## src/rtl/bit_pack_fifo.sv

```systemverilog
// Packs a serial 1-bit result stream LSB-first into WIDTH-bit words and queues them in a
// DEPTH-entry first-word-fall-through FIFO. Define DROP_CNT_EN to add the drop_cnt output.
`timescale 1ns/1ps

module bit_pack_fifo #(
   parameter int unsigned WIDTH      = 8,
   parameter int unsigned DEPTH      = 123,
   parameter int unsigned DEPTH_BITS = $clog2(DEPTH),
   parameter int unsigned CNT_BITS   = $clog2(DEPTH + 1),
   parameter int unsigned LEN_BITS   = $clog2(WIDTH + 1)
) (
   input  logic                clk,
   input  logic                rst,
   input  logic                in_valid,
   input  logic                in_bit,
   input  logic                flush,
   output logic                out_valid,
   input  logic                out_ready,
   output logic [WIDTH-1:0]    out_data,
   output logic [LEN_BITS-1:0] out_len,
   output logic [CNT_BITS-1:0] count,
   output logic                full,
`ifdef DROP_CNT_EN
   output logic [15:0]         drop_cnt,
`endif
   output logic                overflow
);

   localparam int unsigned EntryW = WIDTH + LEN_BITS;

   // ---------------------------------------------------------------------------------------------
   // Packer
   // ---------------------------------------------------------------------------------------------
   logic [WIDTH-1:0]    shreg_q, shreg_d;
   logic [LEN_BITS-1:0] idx_q, idx_d;
   logic [WIDTH-1:0]    merged;
   logic [LEN_BITS-1:0] push_len;
   logic                complete;
   logic                push;

   always_comb begin
      merged = shreg_q;
      if (in_valid) begin
         merged = shreg_q | (WIDTH'(in_bit) << idx_q);
      end
      // Bits already taken plus the one arriving now; equals WIDTH on a completing edge.
      push_len = idx_q + LEN_BITS'(in_valid);
      complete = in_valid && (idx_q == LEN_BITS'(WIDTH - 1));
      push     = complete || (flush && (push_len != '0));

      shreg_d = shreg_q;
      idx_d   = idx_q;
      if (push) begin
         shreg_d = '0;
         idx_d   = '0;
      end else if (in_valid) begin
         shreg_d = merged;
         idx_d   = idx_q + LEN_BITS'(1);
      end
   end

   // ---------------------------------------------------------------------------------------------
   // FIFO
   // ---------------------------------------------------------------------------------------------
   logic [EntryW-1:0]     mem [DEPTH];
   logic [DEPTH_BITS-1:0] wr_ptr_q, wr_ptr_d;
   logic [DEPTH_BITS-1:0] rd_ptr_q, rd_ptr_d;
   logic [CNT_BITS-1:0]   count_q, count_d;
   logic                  overflow_q, overflow_d;
   logic                  pop;
   logic                  wr_en;
   logic                  drop;
   logic [EntryW-1:0]     rd_entry;

   function automatic logic [DEPTH_BITS-1:0] ptr_inc(input logic [DEPTH_BITS-1:0] p);
      return (p == DEPTH_BITS'(DEPTH - 1)) ? '0 : p + DEPTH_BITS'(1);
   endfunction

   assign out_valid = (count_q != '0);
   assign full      = (count_q == CNT_BITS'(DEPTH));
   assign count     = count_q;
   assign overflow  = overflow_q;

   always_comb begin
      pop   = out_valid && out_ready;
      // A pop on the same edge frees the slot, so a push into a full FIFO still lands.
      wr_en = push && (!full || pop);
      drop  = push && full && !pop;

      wr_ptr_d   = wr_en ? ptr_inc(wr_ptr_q) : wr_ptr_q;
      rd_ptr_d   = pop ? ptr_inc(rd_ptr_q) : rd_ptr_q;
      overflow_d = overflow_q | drop;

      count_d = count_q;
      unique case ({wr_en, pop})
         2'b10:   count_d = count_q + CNT_BITS'(1);
         2'b01:   count_d = count_q - CNT_BITS'(1);
         default: count_d = count_q;
      endcase
   end

   always_ff @(posedge clk) begin
      if (wr_en) begin
         mem[wr_ptr_q] <= {push_len, merged};
      end
   end

   // Storage is not reset, so the head is forced to zero while empty.
   always_comb begin
      rd_entry = mem[rd_ptr_q];
      out_data = '0;
      out_len  = '0;
      if (out_valid) begin
         out_data = rd_entry[WIDTH-1:0];
         out_len  = rd_entry[EntryW-1:WIDTH];
      end
   end

`ifdef DROP_CNT_EN
   logic [15:0] drop_cnt_q, drop_cnt_d;

   always_comb begin
      drop_cnt_d = drop_cnt_q;
      if (drop && (drop_cnt_q != 16'hFFFF)) begin
         drop_cnt_d = drop_cnt_q + 16'd1;
      end
   end

   always_ff @(posedge clk or posedge rst) begin
      if (rst) begin
         drop_cnt_q <= '0;
      end else begin
         drop_cnt_q <= drop_cnt_d;
      end
   end

   assign drop_cnt = drop_cnt_q;
`endif

   always_ff @(posedge clk or posedge rst) begin
      if (rst) begin
         shreg_q    <= '0;
         idx_q      <= '0;
         wr_ptr_q   <= '0;
         rd_ptr_q   <= '0;
         count_q    <= '0;
         overflow_q <= 1'b0;
      end else begin
         shreg_q    <= shreg_d;
         idx_q      <= idx_d;
         wr_ptr_q   <= wr_ptr_d;
         rd_ptr_q   <= rd_ptr_d;
         count_q    <= count_d;
         overflow_q <= overflow_d;
      end
   end

endmodule

```

## config.mk

```make
export PLATFORM = sky130hd
export DESIGN_NAME = bit_pack_fifo
export DESIGN_NICKNAME = d
export VERILOG_FILES = /design/src/rtl/bit_pack_fifo.sv
export SDC_FILE = /design/constraint.sdc
export NUM_CORES = 2
export LEC_CHECK = 0
export ABC_AREA = 1
export CAP_MARGIN = 20
export CORE_MARGIN = 2
export CORE_UTILIZATION = 55
export DETAILED_ROUTE_END_ITERATION = 10
export PLACE_DENSITY = 0.73
export SYNTH_ARGS = -nofsm -noshare
export SYNTH_HDL_FRONTEND = slang
export SYNTH_SLANG_ARGS = --single-unit
```

## constraint.sdc

```tcl
create_clock -name clk -period 8.34 [get_ports clk]
set_input_delay 0.834 -clock clk [delete_from_list [all_inputs] [get_ports clk]]
set_output_delay 0.834 -clock clk [all_outputs]
set_load 0.02 [all_outputs]
```

==> flow_metrics.tcl <==
set metrics [dict create \
    status "complete, no violations" \
    fin_crit_ns 6.555 \
    path_cells "clkinv_2 -> nor2_4 -> buf_4 -> inv_2 -> a21oi_1 -> nor2_1 -> nand2_1 -> nand3_1 -> nand3_1 -> nand2_1 -> nor2_1 -> clkdlybuf4s50_1" \
    critPathMaxStageDelay_ns 0.94 \
    vias 42696 \
    cp-endpoint "out_len[0]" \
    grt_setup_unrepaired "no" \
    clock-skew-final_ns 0.01999 \
    rrSetupSlack_ns 3.18 \
    netlist_instances 5663 \
    powerDensity_nw_per_um2 355.4 \
    reg2reg_depth 10 \
    setup_violations 0 \
    grt_max_degree 252 \
    hold_path.class "in -> async" \
    io-pin-count 28 \
    htreeDepth 4 \
    place_area_um2 64250 \
    ys_warn_count 0 \
    coreArea_um2 113900 \
    grt_pass1_wl_mm 252.6 \
    critPathLaunch "rd_ptr_q[3]" \
    crit_type "reg -> out" \
    rows 124 \
    die_area_um2 117200 \
    drc 0 \
    postCtsSetupRepairBufs 0 \
    maxSlewHeadroom 0.1344 \
    ys_ff_latch 1510 \
    synth-edff-count 1476 \
    io_buffers 27 \
    cts_root_buf "clkbuf_16" \
    place.gp.congestion 1.007 \
    finalHoldViolCount 0 \
    worstSkewPairLatency_ns 0.78 \
    final_area_um2 69210 \
    wirelength_mm 171.5 \
    tightest_slew_ns 1.298 \
    dp_hpwl_mm 99.70 \
    layout_common_cells "edfxtp_1 (1476), nand2_1 (1402), nor2_1 (933)" \
    viasPerCell 5.901 \
    detail-route-antenna-nets 0 \
    r2r_start "count[0]" \
    cts_resized 0 \
    slew_viol_final 0 \
    worstPathMaxFanout 67 \
    async_flop_share 0.02252 \
    drt-initial-drc-count 6605 \
    synth_area_um2 62970 \
    drive_above_1_share 0.05925 \
    leakage_uw 0.02585 \
    setup-tns-final_ns 0 \
    cts.sinks 1510 \
    synth_seq_area_share 0.7174 \
    final_nets 5630 \
    grt_pass1_vias 39719 \
    drt_first_pass_iters 7 \
    synthesis.nets 5682 \
    hold_buffers 0 \
    die_h_um 342.4 \
    cts_inserted_buffers 149 \
    antenna_found_initial 5 \
    grt.overflow.total 0 \
    clock_path_buffers 3 \
    crit_slowest_cell "clkinv_2" \
    area_growth_pct 9.914 \
    setup_slack_ns 1.785 \
    clk_pin_slew_ns 0.06 \
    critPathArrivalTime_ns 5.72 \
    dpl_worst_slack_ns 2.355 \
    final.period_utilization 0.7860 \
    n_fill_cell 8762 \
    timing.rr.end "mem[51][3]" \
    power.total_uw 24590 \
    vdd_drop_max_mv 0.2827 \
    die_x_um 342.4 \
    maxCapViolCount 0 \
    fmax_mhz 152.5 \
    avgSynthCellArea_um2 11.12 \
    hold_slack_ns 0.4960 \
    cp-start-kind "register" \
    mostFrequentLayoutCell "edfxtp_1" \
    end_kind "primary output" \
    start_util 0.5529 \
    cts_tree "done" \
    synthFlopType "edfxtp_1" \
    crit_required_ns 7.51 \
    routedWlPerCell_um 23.70 \
    synth.distinct_cells 40 \
    groute.usage.overall 0.2916 \
]
## worst max-delay path: cells and delay by family, from the launching register on
kind                   cells  cell delay, ns
buffers and inverters      4            2.65
flip-flops                 1            0.69
AND/OR/NAND/NOR            7            1.37
AO/OA/AOI/OAI              1            0.20
## cells by family (layout without fill, tap and decap cells)
family | after synthesis | in the layout | share of synthesized area
AOI/OAI and AO/OA | 564 | 564 | 0.04807
DFF | 1510 | 1510 | 0.7174
and+or+nand+nor | 2914 | 2914 | 0.1869
adders and majority gates | 13 | 13 | 0.002702
other | 0 | 1 | 0
buffers and inverters | 650 | 709 | 0.04324
xor gates and xnor gates | 12 | 12 | 0.001669
## layout make-up
type / instances / area (um2) / share of cell area
Sequential cell: 1510 / 45180 / 0.6529
Tap cell: 1512 / 1892 / 0.02734
Inverter: 332 / 1290 / 0.01864
Antenna cell: 1 / 2.502 / 0.00003616
Multi-Input combinational cell: 3503 / 15150 / 0.2190
Clock inverter: 71 / 678.2 / 0.009799
Timing Repair Buffer: 115 / 1059 / 0.01529
Clock buffer: 191 / 3949 / 0.05706
## power by group
group          internal (uW)  total (uW)  switching (uW)
logic                   2060        8760            6700
clock network           3620        6470            2850
registers               9160        9360             201
total                  14800       24600            9760
## how the worst min path moves through the flow
stage               cells past startpoint       start          to  slack [ns]
floorplan                               2  shreg_q[0]  shreg_q[0]        0.46
global placement                        1    overflow    overflow        0.50
detailed placement                      1    overflow    overflow        0.49
CTS                                     3         rst    count[0]        0.48
global route                            3         rst    count[0]        0.54
finish                                  3         rst    count[0]        0.50
## sequential cells by signal (all words and copies together), names as in the netlist
signal,flops
idx_q,4
shreg_q,8
wr_ptr_q,7
overflow,1
mem,1476
rd_ptr_q,7
count,7
## stage by stage
stage | utilization | cells
4_1_cts | 0.6048 | 7196
3_5_place_dp | 0.5642 | 6934
2_1_floorplan | - | 5663
3_3_place_gp | 0.5639 | 6931
6_report | 0.6077 | 7235
5_1_grt | 0.6077 | 7234
## synthesized netlist by cell type, drive strengths merged (11+ instances only)
master	instances	area share
dfrtp	34	0.014
ha	12	0.0024
nand2	1409	0.084
nor2	935	0.056
o21ai	413	0.033
inv	329	0.020
a21oi	65	0.0052
buf	192	0.016
xor2	11	0.0015
clkbuf	126	0.0075
edfxtp	1476	0.70
nand3	533	0.043
or2	11	0.0011
o211ai	73	0.0087
## layer usage
metal / wire length (um) / GRT usage / vias up
li1: - / - / 19166
met1: 63800 / 0.4067 / 20313
met2: 77900 / 0.4442 / 2763
met3: 21020 / 0.05864 / 450
met4: 8738 / 0.1369 / 4
met5: 25 / 0 / -
Power figures use the tool's default switching activity.
